**src/rtl/ram_port_arbiter.sv**
```systemverilog
// Bounded-hold round-robin arbiter sharing one single-port RAM between the CPU and DMA ports.
// Optional feature macro: ARB_DMA_LOCK_EN (adds dma_lock for atomic DMA bursts).
module ram_port_arbiter #(
  parameter int ADDR_W   = 16,
  parameter int DATA_W   = 16,
  parameter int MAX_HOLD = 4
) (
  input  logic              clk,
  input  logic              rst,
  input  logic              cpu_req,
  input  logic              cpu_rw,
  input  logic [ADDR_W-1:0] cpu_addr,
  input  logic [DATA_W-1:0] cpu_wdata,
  output logic              cpu_gnt,
  output logic              cpu_stall,
  output logic              cpu_rvalid,
  output logic [DATA_W-1:0] cpu_rdata,
  input  logic              dma_req,
  input  logic              dma_rw,
  input  logic [ADDR_W-1:0] dma_addr,
  input  logic [DATA_W-1:0] dma_wdata,
`ifdef ARB_DMA_LOCK_EN
  input  logic              dma_lock,
`endif
  output logic              dma_gnt,
  output logic              dma_rvalid,
  output logic [DATA_W-1:0] dma_rdata,
  output logic [ADDR_W-1:0] ram_addr,
  output logic              ram_rw,
  output logic [DATA_W-1:0] ram_wdata,
  input  logic [DATA_W-1:0] ram_rdata
);

  localparam logic [3:0] MAX_HOLD_C = 4'(MAX_HOLD);

  typedef enum logic [1:0] {
    IDLE    = 2'd0,
    CPU_OWN = 2'd1,
    DMA_OWN = 2'd2
  } state_t;

  state_t            state_reg, state_next;
  logic              owner_reg, owner_next;
  logic [3:0]        hold_cnt_reg, hold_cnt_next;
  logic              streak;
  logic              lock_hold;
  logic              cpu_gnt_c, dma_gnt_c;
  logic              any_gnt;
  logic [ADDR_W-1:0] last_addr_reg;
  logic [DATA_W-1:0] last_wdata_reg;
  logic [ADDR_W-1:0] sel_addr;
  logic [DATA_W-1:0] sel_wdata;
  logic              sel_rw;

  assign streak = (state_reg != IDLE);

`ifdef ARB_DMA_LOCK_EN
  // The lock only extends a run DMA already owns; it never steals ownership.
  assign lock_hold = dma_lock && (state_reg == DMA_OWN);
`else
  assign lock_hold = 1'b0;
`endif

  always_ff @(posedge clk or negedge rst) begin
    if (!rst) begin
      state_reg    <= IDLE;
      owner_reg    <= 1'b1;
      hold_cnt_reg <= '0;
    end else begin
      state_reg    <= state_next;
      owner_reg    <= owner_next;
      hold_cnt_reg <= hold_cnt_next;
    end
  end

  always_comb begin
    cpu_gnt_c     = 1'b0;
    dma_gnt_c     = 1'b0;
    state_next    = IDLE;
    owner_next    = owner_reg;
    hold_cnt_next = '0;
    if (cpu_req && dma_req) begin
      if (streak && ((hold_cnt_reg < MAX_HOLD_C) || lock_hold)) begin
        dma_gnt_c = owner_reg;
        cpu_gnt_c = ~owner_reg;
      end else begin
        dma_gnt_c = ~owner_reg;
        cpu_gnt_c = owner_reg;
      end
    end else begin
      cpu_gnt_c = cpu_req;
      dma_gnt_c = dma_req;
    end
    if (cpu_gnt_c || dma_gnt_c) begin
      owner_next = dma_gnt_c;
      state_next = dma_gnt_c ? DMA_OWN : CPU_OWN;
      if (streak && (owner_reg == dma_gnt_c))
        hold_cnt_next = (hold_cnt_reg >= MAX_HOLD_C) ? hold_cnt_reg : hold_cnt_reg + 4'd1;
      else
        hold_cnt_next = 4'd1;
    end
  end

  // Grants are masked while reset is low so nothing reaches the RAM mid-reset.
  assign cpu_gnt   = cpu_gnt_c & rst;
  assign dma_gnt   = dma_gnt_c & rst;
  assign any_gnt   = cpu_gnt | dma_gnt;
  assign cpu_stall = cpu_req & ~cpu_gnt;

  assign sel_addr  = dma_gnt ? dma_addr  : cpu_addr;
  assign sel_wdata = dma_gnt ? dma_wdata : cpu_wdata;
  assign sel_rw    = dma_gnt ? dma_rw    : cpu_rw;

  always_ff @(posedge clk or negedge rst) begin
    if (!rst) begin
      last_addr_reg  <= '0;
      last_wdata_reg <= '0;
    end else if (any_gnt) begin
      last_addr_reg  <= sel_addr;
      last_wdata_reg <= sel_wdata;
    end
  end

  assign ram_addr  = any_gnt ? sel_addr  : last_addr_reg;
  assign ram_wdata = any_gnt ? sel_wdata : last_wdata_reg;
  assign ram_rw    = any_gnt & sel_rw;

  // Per-port read return: index 0 is the CPU, index 1 is the DMA.
  logic [1:0]        gnt_vec;
  logic [1:0]        rw_vec;
  logic [1:0]        rvalid_vec;
  logic [DATA_W-1:0] rdata_vec [2];

  assign gnt_vec = {dma_gnt, cpu_gnt};
  assign rw_vec  = {dma_rw, cpu_rw};

  for (genvar gi = 0; gi < 2; gi++) begin : g_rd
    logic rd_pend_reg;
    logic rd_pend_next;

    assign rd_pend_next = gnt_vec[gi] & ~rw_vec[gi];

    always_ff @(posedge clk or negedge rst) begin
      if (!rst) rd_pend_reg <= 1'b0;
      else      rd_pend_reg <= rd_pend_next;
    end

    assign rvalid_vec[gi] = rd_pend_reg;
    assign rdata_vec[gi]  = rd_pend_reg ? ram_rdata : '0;
  end

  assign cpu_rvalid = rvalid_vec[0];
  assign dma_rvalid = rvalid_vec[1];
  assign cpu_rdata  = rdata_vec[0];
  assign dma_rdata  = rdata_vec[1];

endmodule

```
**config.mk**
```make
export PLATFORM = sky130hd
export DESIGN_NAME = ram_port_arbiter
export DESIGN_NICKNAME = d
export VERILOG_FILES = /design/src/rtl/ram_port_arbiter.sv
export SDC_FILE = /design/constraint.sdc
export NUM_CORES = 1
export LEC_CHECK = 0
export CAP_MARGIN = 5
export CORE_ASPECT_RATIO = 2
export CORE_MARGIN = 5
export CORE_UTILIZATION = 30
export CTS_BUF_LIST = sky130_fd_sc_hd__clkbuf_4 sky130_fd_sc_hd__clkbuf_8
export DETAILED_ROUTE_END_ITERATION = 10
export GPL_ROUTABILITY_DRIVEN = 0
export PLACE_DENSITY = 0.67
export SLEW_MARGIN = 15
export SYNTH_ARGS = -nofsm -noshare
export SYNTH_HDL_FRONTEND = slang
export SYNTH_SLANG_ARGS = --single-unit
```
**constraint.sdc**
```tcl
create_clock -name clk -period 4.85 [get_ports clk]
set_input_delay 0.97 -clock clk [delete_from_list [all_inputs] [get_ports clk]]
set_output_delay 0.97 -clock clk [all_outputs]
set_load 0.005 [all_outputs]
```
==> results of run 1 <==
## cell usage after synthesis
cell type  count  share of area [%]
a21oi_1        2               0.42
nand2_1        5               0.79
a21boi_0       1               0.32
dfrtp_1       40                 42
or2_0          1               0.26
dfstp_2        1                1.1
clkbuf_1      11                1.7
a311oi_1       1               0.37
nor2_1        71                 11
or4b_1         1               0.42
a22o_1         1               0.37
buf_2          4               0.84
buf_6          4                1.9
nand2b_1       3               0.79
ha_1           1               0.53
a221oi_2      27                 17
or3_1          1               0.26
inv_1         33                5.2
o21a_1         1               0.32
and2_1        32                8.4
and3_1         2               0.53
o211ai_1       1               0.32
nor4_1         1               0.26
nand3_1        1               0.21
and4_4         1               0.47
o21ai_0        2               0.42
nor3_1         1               0.21
a311o_1        1               0.42
nor2b_1        3               0.79
a221oi_1       5                1.8
## through the flow
step | hold WS, ns | cell area [µm²] | std cells | power, mW
finish | 0.519 | 4090 | 506 | 1.05
global route | 0.564 | 4090 | 506 | 1.12
CTS | 0.519 | 4090 | 506 | 1.06
detailed placement | 0.502 | 4000 | 499 | 0.828
global placement | 0.502 | 4000 | 499 | 0.821
floorplan | 0.468 | 2370 | 259 | 0.597
## critical path, delay by kind of cell
| kind | cells | cell delay [ns] |
|---|---|---|
| AND/OR/NAND/NOR | 2 | 0.84 |
| AO/OA/AOI/OAI | 1 | 0.48 |
| buffers and inverters | 2 | 1.07 |
## placed cells by master, fill, tap and decap left out, types with 2 or more instances in the layout
cell             instances
clkdlybuf4s50_1        154
and3_1                   2
dfrtp_1                 40
a221oi_1                 5
clkbuf_8                 6
nor2_1                  71
a221oi_2                27
a21oi_1                  2
and2_1                  32
inv_1                   33
nand2_1                  5
nor2b_1                  2
buf_4                    8
o21ai_0                  2
nand2b_1                 3
## report_power, final
part | total [mW] | switching (mW) | leakage [nW] | internal, mW
Sequential | 0.420 | 0.0217 | 0.464 | 0.399
Clock | 0.230 | 0.111 | 0.0477 | 0.119
Combinational | 0.397 | 0.168 | 1.23 | 0.230
Total | 1.05 | 0.301 | 1.74 | 0.747
## final cells by class
type                       instances  area [µm²]  share of cell area, %
inverter                          33         124                   3.03
multi-input combinational        166        1120                   27.5
sequential                        41        1030                   25.1
tap                               96         120                   2.93
clock buffer                       7        90.1                   2.20
timing repair buffer             163        1610                   39.3
## worst max path at each step
stage                 start           end  slack [ns]
CTS                 dma_req  ram_addr[15]        0.49
global placement    dma_req  ram_addr[15]        0.58
global route        dma_req  ram_addr[15]        0.30
floorplan           cpu_req  ram_addr[10]        1.71
detailed placement  cpu_req   ram_addr[0]        0.51
finish              cpu_req   ram_addr[0]        0.51
## routing by layer
layer / routed length (µm) / global-route usage (%)
met5: 0 / 0
met4: 75 / 3.80
met3: 681 / 4.44
met2: 3810 / 27.6
met1: 3090 / 19.4
## cells by family (layout without fill, tap and decap cells)
kind of cell             Yosys count  count (layout)  synth area share (%)
flip-flops                        41              41                  43.3
AND/OR/NAND/NOR                  123             123                  24.7
buffers and inverters             52             203                  9.69
adder cells (fa/ha/maj)            1               1                 0.527
AO/OA/AOI/OAI                     42              42                  21.9
==> flow_summary.yaml, run 1 <==
yosys:
  synth_cells: 259
  syn_nets: 346
  syn_avg_cell_area_um2: 9.17
  synth_warnings: 0
  synth_area_um2: 2370
  ys_types: 30
  seq_area_frac_synth_pct: 43.3
  synth_seq_cells: 41
clock_network:
  postCtsSetupBuffers: 0
  cts_buffer_depth: 2
  worstSkewPairLatency_ns: 0.29
  h-tree-depth: 2
  numCtsBuffers: 5
  root_buffer: "clkbuf_8"
  ctsHoldBuffers: 0
  tritoncts: "done"
  clk_pin_slew_ns: 0.07
  cts_resized: 0
  clock-sinks: 41
finish:
  drive_gt1_share_pct: 11.5
  fin_util_pct: 52.3
  syn2layout_area_growth_pct: 72.3
  layout.nets: 497
  n_antenna_cell: 0
  fillers: 732
setup_path:
  crit_chain: "clkdlybuf4s50_1 > or4b_1 > and4_4 > a221oi_1 > clkdlybuf4s50_1"
  arrival_ns: 3.37
  timing.rr.end: "last_addr_reg[15]"
  cp-end-kind: "output port"
  required_ns: 3.88
  slowest_delay_ns: 0.58
  critPathSlowestCell: "clkdlybuf4s50_1"
  reg2reg_from: "hold_cnt_reg[3]"
  path_class: "primary input to output port"
  reg2reg_slack_ns: 2.50
  cp_common_cell: "clkdlybuf4s50_1"
  worstRegToRegCells: 5
  critPathLaunchType: "primary input"
  crit_fanout: 35
status:
  status: "finished, final reports clean"
floorplan:
  die_w_um: 72.9
  dieHeight_um: 136
  fp-row-count: 46
  core_um2: 7830
  start_util_pct: 30.3
  die_area_um2: 9900
  io_pins: 156
timing:
  fin_crit_ns: 4.34
  rsz0062_at_grt: "no"
  fin_skew_ns: 0.00521
  finalSetupTns_ns: 0
  final_hold_viol_count: 0
  worst_pin_slew_ns: 0.595
  fmax_mhz: 230
  setup_violations: 0
  slew_violations: 0
  fin_crit_sh_pct: 89.5
  maxSlewHeadroom_pct: 60.3
  worst_slack_ns: 0.508
placement:
  dpl.hpwl_mm: 5.95
  port_buffers: 155
  pre_cts_slack_ns: 0.508
power_and_ir_drop:
  leakage_nw: 1.74
  p_per_area_nw_per_um2: 256
  irDropWorstVdd_v: 0.000155
global_route:
  grt_overflow_total: 0
  antenna_found_initial: 0
  grt_max_degree: 36
  grt_pass1_vias: 2637
  grt_pass1_wl_mm: 12.7
  grt_usage_pct: 16.0
hold_path:
  whs_path_depth: 1
  holdPathEnd: "hold_cnt_reg[0]"
  hold_path_class: "flop to flop"
  worstHoldStart: "hold_cnt_reg[0]"
routing:
  vias_per_cell: 4.78
  route.detailed.drc: 0
  wl_per_cell_um: 15.1
  drt.antenna.violating_nets: 0
  vias: 2418
  routed_wirelength_mm: 7.66
  drt_iter0_markers: 62
  dr.pass1.iters: 4
job:
  cap_viol_max_count: 0
No activity file was read; power rests on OpenSTA's default activity.
==> run 2: changes to the inputs <==
--- a/config.mk
+++ b/config.mk
@@ -8,11 +8,11 @@
 export CAP_MARGIN = 5
 export CORE_ASPECT_RATIO = 2
 export CORE_MARGIN = 5
-export CORE_UTILIZATION = 30
+export CORE_UTILIZATION = 40
 export CTS_BUF_LIST = sky130_fd_sc_hd__clkbuf_4 sky130_fd_sc_hd__clkbuf_8
 export DETAILED_ROUTE_END_ITERATION = 10
 export GPL_ROUTABILITY_DRIVEN = 0
-export PLACE_DENSITY = 0.67
+export PLACE_DENSITY = 0.86
 export SLEW_MARGIN = 15
 export SYNTH_ARGS = -nofsm -noshare
 export SYNTH_HDL_FRONTEND = slang
==> flow_summary.yaml, run 2 (synthesis results as in run 1) <==
timing:
  fmax_mhz: 224
  fin_skew_ns: 0.00446
  slew_violations: 0
  worst_slack_ns: 0.380
  rsz0062_at_grt: "no"
  worst_pin_slew_ns: 0.575
  whs_ns: 0.522
  final_hold_viol_count: 0
  fin_crit_ns: 4.47
  finalSetupTns_ns: 0
  setup_violations: 0
  maxSlewHeadroom_pct: 61.6
  fin_crit_sh_pct: 92.2
global_route:
  grt_overflow_total: 0
  grt_max_degree: 36
  antenna_found_initial: 0
  grt_pass1_wl_mm: 12.4
  grt_pass1_vias: 2586
  grt_usage_pct: 20.6
setup_path:
  crit_fanout: 35
  arrival_ns: 3.50
  critPathLaunchType: "primary input"
  cp-end-kind: "output port"
  required_ns: 3.88
  path_class: "primary input to output port"
placement:
  place_area_um2: 3960
  dpl.hpwl_mm: 6.43
  port_buffers: 155
  dp.cells: 462
  pre_cts_slack_ns: 0.339
clock_network:
  cts_buffer_depth: 2
  numCtsBuffers: 5
  postCtsSetupBuffers: 0
  clock-sinks: 41
  root_buffer: "clkbuf_8"
  tritoncts: "done"
  h-tree-depth: 2
  worstSkewPairLatency_ns: 0.29
  ctsHoldBuffers: 0
  cts_resized: 0
  clk_pin_slew_ns: 0.07
routing:
  vias_per_cell: 5.20
  route.detailed.drc: 0
  drt_iter0_markers: 60
  vias: 2443
  drt.antenna.violating_nets: 0
  routed_wirelength_mm: 7.88
  dr.pass1.iters: 5
  wl_per_cell_um: 16.8
floorplan:
  die_area_um2: 7670
  core_um2: 5760
  dieHeight_um: 119
  start_util_pct: 41.2
  die_w_um: 64.5
  io_pins: 156
  fp-row-count: 39
hold_path:
  hold_path_class: "flop to flop"
job:
  cap_viol_max_count: 0
power_and_ir_drop:
  seqPwrFrac_pct: 40.2
  leakage_nw: 1.74
  clkPwrFrac_pct: 21.8
  pwr-share-comb_pct: 38.0
  p_sw_share_pct: 28.8
  irDropWorstVdd_v: 0.000224
  p_int_mw: 0.748
  p_per_area_nw_per_um2: 259
  finalPower_mw: 1.05
  switchingPower_mw: 0.302
finish:
  postLayoutCellArea_um2: 4050
  n_antenna_cell: 0
  final_cells: 470
  final_cell_mix: "clkdlybuf4s50_1, nor2_1, dfrtp_1"
  layout.nets: 495
  syn2layout_area_growth_pct: 70.4
  drive_gt1_share_pct: 11.2
  final_common_cell: "clkdlybuf4s50_1"
  fin_util_pct: 70.3
status:
  status: "finished, final reports clean"
[run 2: layout make-up]
cell class,count,area (µm²)
repair buffers,161,1600
fillers,460,1710
inverters,33,124
flip-flops and latches,41,1030
clock buffers,8,91.3
multi-input cells,166,1120
well taps,61,76.3
[run 2: path summary, 6_finish.rpt]
path                                 start           endpoint  slack [ns]  depth (start not counted)
hold reg to reg            hold_cnt_reg[2]    hold_cnt_reg[2]        0.52                          2
max in group asynchronous              rst    hold_cnt_reg[2]        3.51                          2
setup / recovery                   cpu_req      ram_wdata[15]        0.38                          5
setup reg to reg           hold_cnt_reg[3]  last_addr_reg[15]        2.63                          4
hold / removal             hold_cnt_reg[2]    hold_cnt_reg[2]        0.52                          2
min in group asynchronous              rst         cpu_rvalid        0.66                          1
[run 2: worst max-delay path, stage by stage]
cell and delay, ns:
clkdlybuf4s50_1 0.63, or4b_1 0.48, and4_4 0.39, a221oi_1 0.43, clkdlybuf4s50_1 0.58
[run 2: routing by layer]
layer  vias to the layer above  GRT usage, %  wire (µm)
met5                         -             0          0
met4                         0          10.2        284
met3                        19          4.99        603
met2                       118          40.5       4490
met1                      1152          18.7       2500
li1                       1154             -          -
[run 2: power groups by stage]
stage	registers (mW)	logic, mW	clock network [mW]
after floorplan	0.420	0.177	0
after global placement	0.425	0.396	0
after detailed placement	0.429	0.403	0
after CTS	0.422	0.405	0.243
after global routing	0.429	0.432	0.259
final	0.422	0.399	0.229
